==> config.mk <==
export PLATFORM = sky130hd
export DESIGN_NAME = codificador_teclado
export DESIGN_NICKNAME = d
export VERILOG_FILES = /design/src/rtl/codificador_teclado.sv
export SDC_FILE = /design/constraint.sdc
export NUM_CORES = 1
export LEC_CHECK = 0
export BUFFER_PORTS_ARGS = -buffer_cell sky130_fd_sc_hd__buf_2
export CORE_UTILIZATION = 50
export DETAILED_ROUTE_END_ITERATION = 16
export PLACE_DENSITY_LB_ADDON = 0.2
export REMOVE_ABC_BUFFERS = 1
export SETUP_SLACK_MARGIN = 0.02
export SLEW_MARGIN = 5
export SYNTH_ARGS = -nofsm -noshare
export SYNTH_HDL_FRONTEND = slang
export SYNTH_SLANG_ARGS = --single-unit
==> constraint.sdc <==
create_clock -name clock -period 5.47 [get_ports clock]
set_input_delay 0.547 -clock clock [delete_from_list [all_inputs] [get_ports clock]]
set_output_delay 0.547 -clock clock [all_outputs]
set_load 0.02 [all_outputs]
==> src/rtl/codificador_teclado.sv <==
`timescale 1ns/1ps
// codificador_teclado
//   Keypad-side front end for the microwave countdown timer. Debounces a
//   10-key one-hot keypad, encodes each accepted key to BCD, strobes it into
//   the counter and sequences the entry / run / pause control.
//
//   Optional feature macro: KEY_BEEP_EN (beep pulse generator). When it is
//   undefined the beep output is tied low and the port list is unchanged.
//
// Ports
//   clock       in   system clock, rising edge
//   clrn        in   asynchronous active-low reset
//   keypad[9:0] in   key k pressed when bit k = 1
//   start_n     in   start/resume key, active low, synchronous
//   stop_n      in   pause/clear key, active low, synchronous
//   timer_done  in   countdown reached 0:00
//   data[3:0]   out  BCD of the last accepted key
//   load_stb    out  one-cycle strobe, counter shifts data in
//   loadn       out  0 = entry mode, 1 = counting mode (registered)
//   enable      out  countdown enable (registered)
//   digits[1:0] out  keys accepted since last clear, saturating
//   err         out  more than one keypad bit set (combinational)
//   beep        out  audible pulse
module codificador_teclado #(
  parameter int DEBOUNCE_CYCLES = 4,
  parameter int MAX_DIGITS      = 3,
  parameter int BEEP_CYCLES     = 8
) (
  input  logic       clock,
  input  logic       clrn,
  input  logic [9:0] keypad,
  input  logic       start_n,
  input  logic       stop_n,
  input  logic       timer_done,
  output logic [3:0] data,
  output logic       load_stb,
  output logic       loadn,
  output logic       enable,
  output logic [1:0] digits,
  output logic       err,
  output logic       beep
);

  typedef enum logic [2:0] {
    ST_ENTRY, ST_DEBOUNCE, ST_EMIT, ST_RELEASE, ST_RUN, ST_PAUSE
  } state_t;

  localparam logic [3:0] CNT_LAST   = 4'(DEBOUNCE_CYCLES - 1);
  localparam logic [1:0] DIGITS_MAX = 2'(MAX_DIGITS);

  state_t     state, state_next;
  logic [3:0] cnt, cnt_next;          // consecutive stable samples seen so far
  logic [9:0] pattern, pattern_next;  // keypad pattern captured on first sample
  logic [3:0] data_next;
  logic [1:0] digits_next;
  logic       stb_next;
  logic       one_hot;
  logic       multi_hot;

  function automatic logic [3:0] key_to_bcd(input logic [9:0] k);
    logic [3:0] bcd;
    bcd = 4'd0;
    for (int i = 0; i < 10; i++) begin
      if (k[i]) bcd = 4'(i);
    end
    return bcd;
  endfunction

  // Clearing the lowest set bit leaves something only if two or more were set.
  assign multi_hot = (keypad & (keypad - 10'd1)) != 10'd0;
  assign one_hot   = (keypad != 10'd0) && !multi_hot;
  assign err       = multi_hot;

  // NOTE: every signal written here gets a default first, so no path leaves
  // one unassigned and no latch is inferred.
  always_comb begin
    state_next   = state;
    cnt_next     = cnt;
    pattern_next = pattern;
    data_next    = data;
    digits_next  = digits;
    stb_next     = 1'b0;
    case (state)
      ST_ENTRY: begin
        if (!stop_n) begin
          digits_next = 2'd0;
        end else if (!start_n && digits != 2'd0) begin
          state_next = ST_RUN;
        end else if (one_hot) begin
          state_next   = ST_DEBOUNCE;
          cnt_next     = 4'd0;
          pattern_next = keypad;
        end
      end
      ST_DEBOUNCE: begin
        if (keypad != pattern) begin
          state_next = ST_ENTRY;
        end else if (cnt == CNT_LAST) begin
          // Strobe, data and digit count all register on the edge into EMIT
          // so they are coherent during the single EMIT cycle.
          state_next  = ST_EMIT;
          stb_next    = 1'b1;
          data_next   = key_to_bcd(pattern);
          digits_next = (digits >= DIGITS_MAX) ? DIGITS_MAX : digits + 2'd1;
        end else begin
          cnt_next = cnt + 4'd1;
        end
      end
      ST_EMIT: begin
        state_next = ST_RELEASE;
        cnt_next   = 4'd0;
      end
      ST_RELEASE: begin
        if (keypad != 10'd0) begin
          cnt_next = 4'd0;
        end else if (cnt == CNT_LAST) begin
          state_next = ST_ENTRY;
        end else begin
          cnt_next = cnt + 4'd1;
        end
      end
      ST_RUN: begin
        if (timer_done) begin
          state_next  = ST_ENTRY;
          digits_next = 2'd0;
        end else if (!stop_n) begin
          state_next = ST_PAUSE;
        end
      end
      ST_PAUSE: begin
        if (!stop_n) begin
          state_next  = ST_ENTRY;
          digits_next = 2'd0;
        end else if (!start_n) begin
          state_next = ST_RUN;
        end
      end
      default: state_next = ST_ENTRY;
    endcase
  end

  // NOTE: state registers use non-blocking assignments so every flop samples
  // the pre-edge values regardless of statement order.
  always_ff @(posedge clock or negedge clrn) begin
    if (!clrn) begin
      state    <= ST_ENTRY;
      cnt      <= 4'd0;
      pattern  <= 10'd0;
      data     <= 4'd0;
      digits   <= 2'd0;
      load_stb <= 1'b0;
      loadn    <= 1'b0;
      enable   <= 1'b0;
    end else begin
      state    <= state_next;
      cnt      <= cnt_next;
      pattern  <= pattern_next;
      data     <= data_next;
      digits   <= digits_next;
      load_stb <= stb_next;
      // Registered from the next state so they change with the state itself.
      loadn    <= (state_next == ST_RUN) || (state_next == ST_PAUSE);
      enable   <= (state_next == ST_RUN);
    end
  end

`ifdef KEY_BEEP_EN
  localparam int BW = $clog2(BEEP_CYCLES + 1);

  logic [BW-1:0] beep_cnt;
  logic          beep_trig;

  // Leaving EMIT starts the pulse the cycle after the strobe; the timer_done
  // exit from RUN starts it together with the return to ENTRY.
  assign beep_trig = (state == ST_EMIT) || (state == ST_RUN && timer_done);

  always_ff @(posedge clock or negedge clrn) begin
    if (!clrn) begin
      beep_cnt <= '0;
    end else if (beep_trig) begin
      beep_cnt <= BW'(BEEP_CYCLES);
    end else if (beep_cnt != '0) begin
      beep_cnt <= beep_cnt - BW'(1);
    end
  end

  assign beep = (beep_cnt != '0);
`else
  assign beep = 1'b0;
`endif

endmodule

* Yosys cells after proc, flatten, opt, wreduce, memory -nomap -nowiden
Index checks and enable logic that the tools add are counted.
** Storage, ports and cells
- Register bits :: 26
- Bits of input ports :: 15
- Output and inout port bits :: 11
- Logic and storage cells :: 84
** Cells by class
- Add/subtract/negate cells :: 3
- $lt $le $gt $ge :: 1
- Equality and inequality tests :: 16
- Muxes and demuxes :: 37
- Bitwise logic cells :: 3
- Reductions and logical operators :: 16
** Operator list (count)
- $mux W4 :: 14
- $mux W3 :: 11
- $reduce_bool A10 Y1 :: 2
- $pmux W3 S6 :: 1
- $pmux W4 S4 :: 1
- $ne A2 B2 Y1 const B :: 7
- $eq A3 B3 Y1 const B :: 4
- $and A10 B10 Y10 :: 1
- $mux W2 :: 5
- $ne A10 B10 Y1 :: 1
- $reduce_and A5 Y1 :: 2
- $sub A10 B1 Y10 const B :: 1
- $eq A3 B2 Y1 const B :: 2
- $pmux W2 S3 :: 1
- $add A4 B1 Y4 const B :: 1
- $eq A4 B2 Y1 const B :: 1
- $mux W1 :: 4
- $reduce_and A4 Y1 :: 1
- $reduce_bool A4 Y1 :: 1
- $eq A3 B1 Y1 const B :: 1
- $logic_not A3 Y1 :: 1
- $reduce_and A3 Y1 :: 1
- $reduce_bool A3 Y1 :: 1
- $add A2 B1 Y2 const B :: 1
- 7 further kinds :: 10

* Logic depth before layout (Yosys ltp)
- Depth after elaboration :: 11
- Mapped depth :: 6
- Mapped depth without buffers :: 6

* Worst setup path before layout
No wires, ideal clock.
- Kind :: input port to flip-flop
- Start :: input keypad[1]
- End :: register pattern[0]
- Library setup time :: 0.125 ns
- Data arrival time :: 2.296 ns
- Required time :: 5.345 ns
- Setup slack :: 3.049 ns
- Cell stages on the path :: 6
- Buffers on the path :: 1
- Cells stage by stage :: nor4_4 nand2b_1 a2111o_1 a2111oi_4 buf_6 mux2_4
** Between the ends
- Word-level cells in the longest chain between the ends :: 6
- Elaborated cells between the ends (all ways) :: 7
** Ends and longest elaborated chain
- from (decl) :: line 31 : input logic [9:0] keypad,
- $sub A10 B1 Y10 :: line 70 : assign multi_hot = (keypad & (keypad - 10'd1)) != 10'd0;
- $and A10 B10 Y10 :: line 70
- $reduce_bool A10 Y1 :: line 70
- $logic_not A1 Y1 :: line 71 : assign one_hot = (keypad != 10'd0) && !multi_hot;
- $logic_and A1 B1 Y1 * :: line 71
- $reduce_and A4 Y1 (no line) *
- to (signal assigned) :: line 157 : pattern <= pattern_next;
- to (decl) :: line 53 : logic [9:0] pattern, pattern_next;
Mark *: on every way between the ends. The rest lies on a longest branch, timed or not.
A chain may end at the register's enable or synchronous reset.

* Worst setup path in the final report
- Start :: input keypad[1]
- End :: register pattern[3]
Same word-level chain as after synthesis.

==> results.ini <==
[sta]
period_share=0.508
finalHoldViolCount=0
fin_skew_ns=0.00146
rsz0062_at_grt=no
slew_violations=0
post-route-min-period_ns=2.78
relSlewSlack=0.308
worst_pin_slew_ns=1.04
setup_tns_ns=0
max_freq_mhz=360
holdWs_ns=0.191
setup_viol=0

[clock_network]
clock-root-buffer=clkbuf_4
cts_tree=done
path_clk_slew_ns=0.14
ctsResizeCount=0
cts_buffers=3
clock_latency_ns=0.32
h-tree-depth=1
clock-sinks=26
postCtsSetupRepairBufs=0
clk_path_buf_depth=2
cts_hold_buf=0

[pwr]
vdd_drop_max_uv=166
power.leakage_nw=0.752
p_total_mw=0.352
p_per_area_nw_per_um2=196

[floorplanning]
die_area_um2=3440
die_w_um=58.7
core_area_um2=3050
pin_count=26
num_rows=20
start_util=0.526
die_h_um=58.7

[min_path]
hp-class=input pin to asynchronous set/reset pin

[global_route]
grt_start_max_net_pins=27
track_usage=0.218
antenna_found_initial=0
grt.overflow.total=0
grt_pass1_vias=1219
grt_pass1_wl_mm=5.73

[flow_run]
maxCapViolations=0

[final_layout]
synthToLayoutAreaGrowth_pct=11.5
final_layout_size_suffix_gt1_frac=0.233
fillCellCount=282
nets=197
diodes=0

[synthesis]
synth_common_cells=dfrtp_1 (26), nor2_1 (16), xnor2_1 (10), mux2_4 (9), a31oi_1 (7)
yosysMostFrequentCell=dfrtp_1
ys_seq_area_frac=0.405
synthesis.area_um2=1610
postSynthAreaPerCell_um2=10.2
yosys-top-cells-area=dfrtp_1 (40%), mux2_4 (8.4%), xnor2_1 (5.5%), nor2_1 (3.7%), mux2_1 (2.8%)
yosys.cell_types.count=49
syn_inst=157
synth_ff_type=dfrtp_1
synth_edf_count=0
synth_async_sr_flop_share=1.00
yosysWarnings=0
ys_ff_latch=26
yosysTopAreaCellShare=0.405
synth_top_cell_by_area=dfrtp_1

[setup_path]
cp.required_ns=5.69
cp-startpoint=keypad[1]
start_kind=input pin
worstPathMaxFanout=11
cp-endpoint=pattern[3]
reg2reg_from=state[0]
critPathKind=input pin to flip-flop
reg2reg_depth=4
reg2reg_to=pattern[3]
worstPathArrival_ns=3.01
r2r_slack_ns=3.11
end_kind=flip-flop

[route]
firstDrtPassIters=4
routed_wl_mm=3.36
vias=1285
drc=0
route.antenna.remaining_nets=0
dr.first_iter.drc_count=73
vias_per_cell=5.74
wl_per_cell_um=15.0

[placement]
portBuffers=24
place_hpwl_mm=2.57
place.gp.congestion=0.854

[status]
outcome=finished, final reports clean

==> stage by stage <==
stage	utilization	instance area, µm²	worst slack, ns	cells
after floorplan	-	1570	2.77	151
after global placement	0.575	1760	2.44	220
after detailed placement	0.575	1760	2.33	220
after CTS	0.587	1790	2.70	224
after global routing	0.587	1790	2.55	224
final	0.587	1790	2.69	224
==> worst min path at each step <==
stage | from | end | cells after the start
final | clrn | cnt[2] | 1
after global routing | clrn | cnt[3] | 1
after CTS | clrn | pattern[1] | 1
after detailed placement | data[2] | data[2] | 1
after global placement | data[3] | data[3] | 1
after floorplan | clrn | cnt[0] | 0
==> registers in the layout, indices dropped and copies added (netlist names) <==
name	cells
pattern	10
cnt	4
load_stb	1
loadn	1
state	3
enable	1
data	4
digits	2
==> where the power goes <==
| part | internal, mW | switching (mW) |
|---|---|---|
| Clock | 0.0407 | 0.0587 |
| Sequential | 0.197 | 0.00563 |
| Combinational | 0.0183 | 0.0318 |
==> critical path: stages <==
cell and delay (ns):
buf_2 0.14, nor4_4 0.39, nand2b_1 0.13, a2111o_1 0.49
a2111oi_4 0.92, mux2_1 0.38
==> layout make-up <==
| class | count | area, µm² | share of cell area |
|---|---|---|---|
| Clock buffer | 4 | 36.3 | 0.0203 |
| Inverter | 5 | 18.8 | 0.0105 |
| Multi-Input combinational cell | 120 | 903 | 0.504 |
| Sequential cell | 26 | 651 | 0.363 |
| Tap cell | 44 | 55.1 | 0.0307 |
| Timing Repair Buffer | 25 | 128 | 0.0712 |
==> logic make-up after synthesis <==
logic type / count (synthesis) / synth area share
flip-flops: 26 / 0.405
AND/OR/NAND/NOR: 53 / 0.186
buffers and inverters: 11 / 0.0327
other: 1 / 0.00233
AO/OA/AOI/OAI: 41 / 0.193
adder cells (fa/ha/maj): 2 / 0.0140
multiplexers: 13 / 0.112
XOR/XNOR: 10 / 0.0545
==> layout by cell type (no fill, tap or decap), drive strengths merged, types with 4 or more instances in the layout <==
cell type and count:
clkbuf 4, nor3 5, buf 25, xnor2 10, mux2 13, inv 5, nand2 6, dfrtp 26
nor2 16, o211ai 5, a31oi 7, a21oi 5, o21ai 5
==> layer usage <==
metal  vias up  wire length [µm]  GRT usage
met3         4               143     0.0418
met2        36              1640      0.360
met1       614              1560      0.304
met5         -                 0          0
li1        631                 -          -
met4         0                26     0.0374
(Power assumes the default switching activity.)
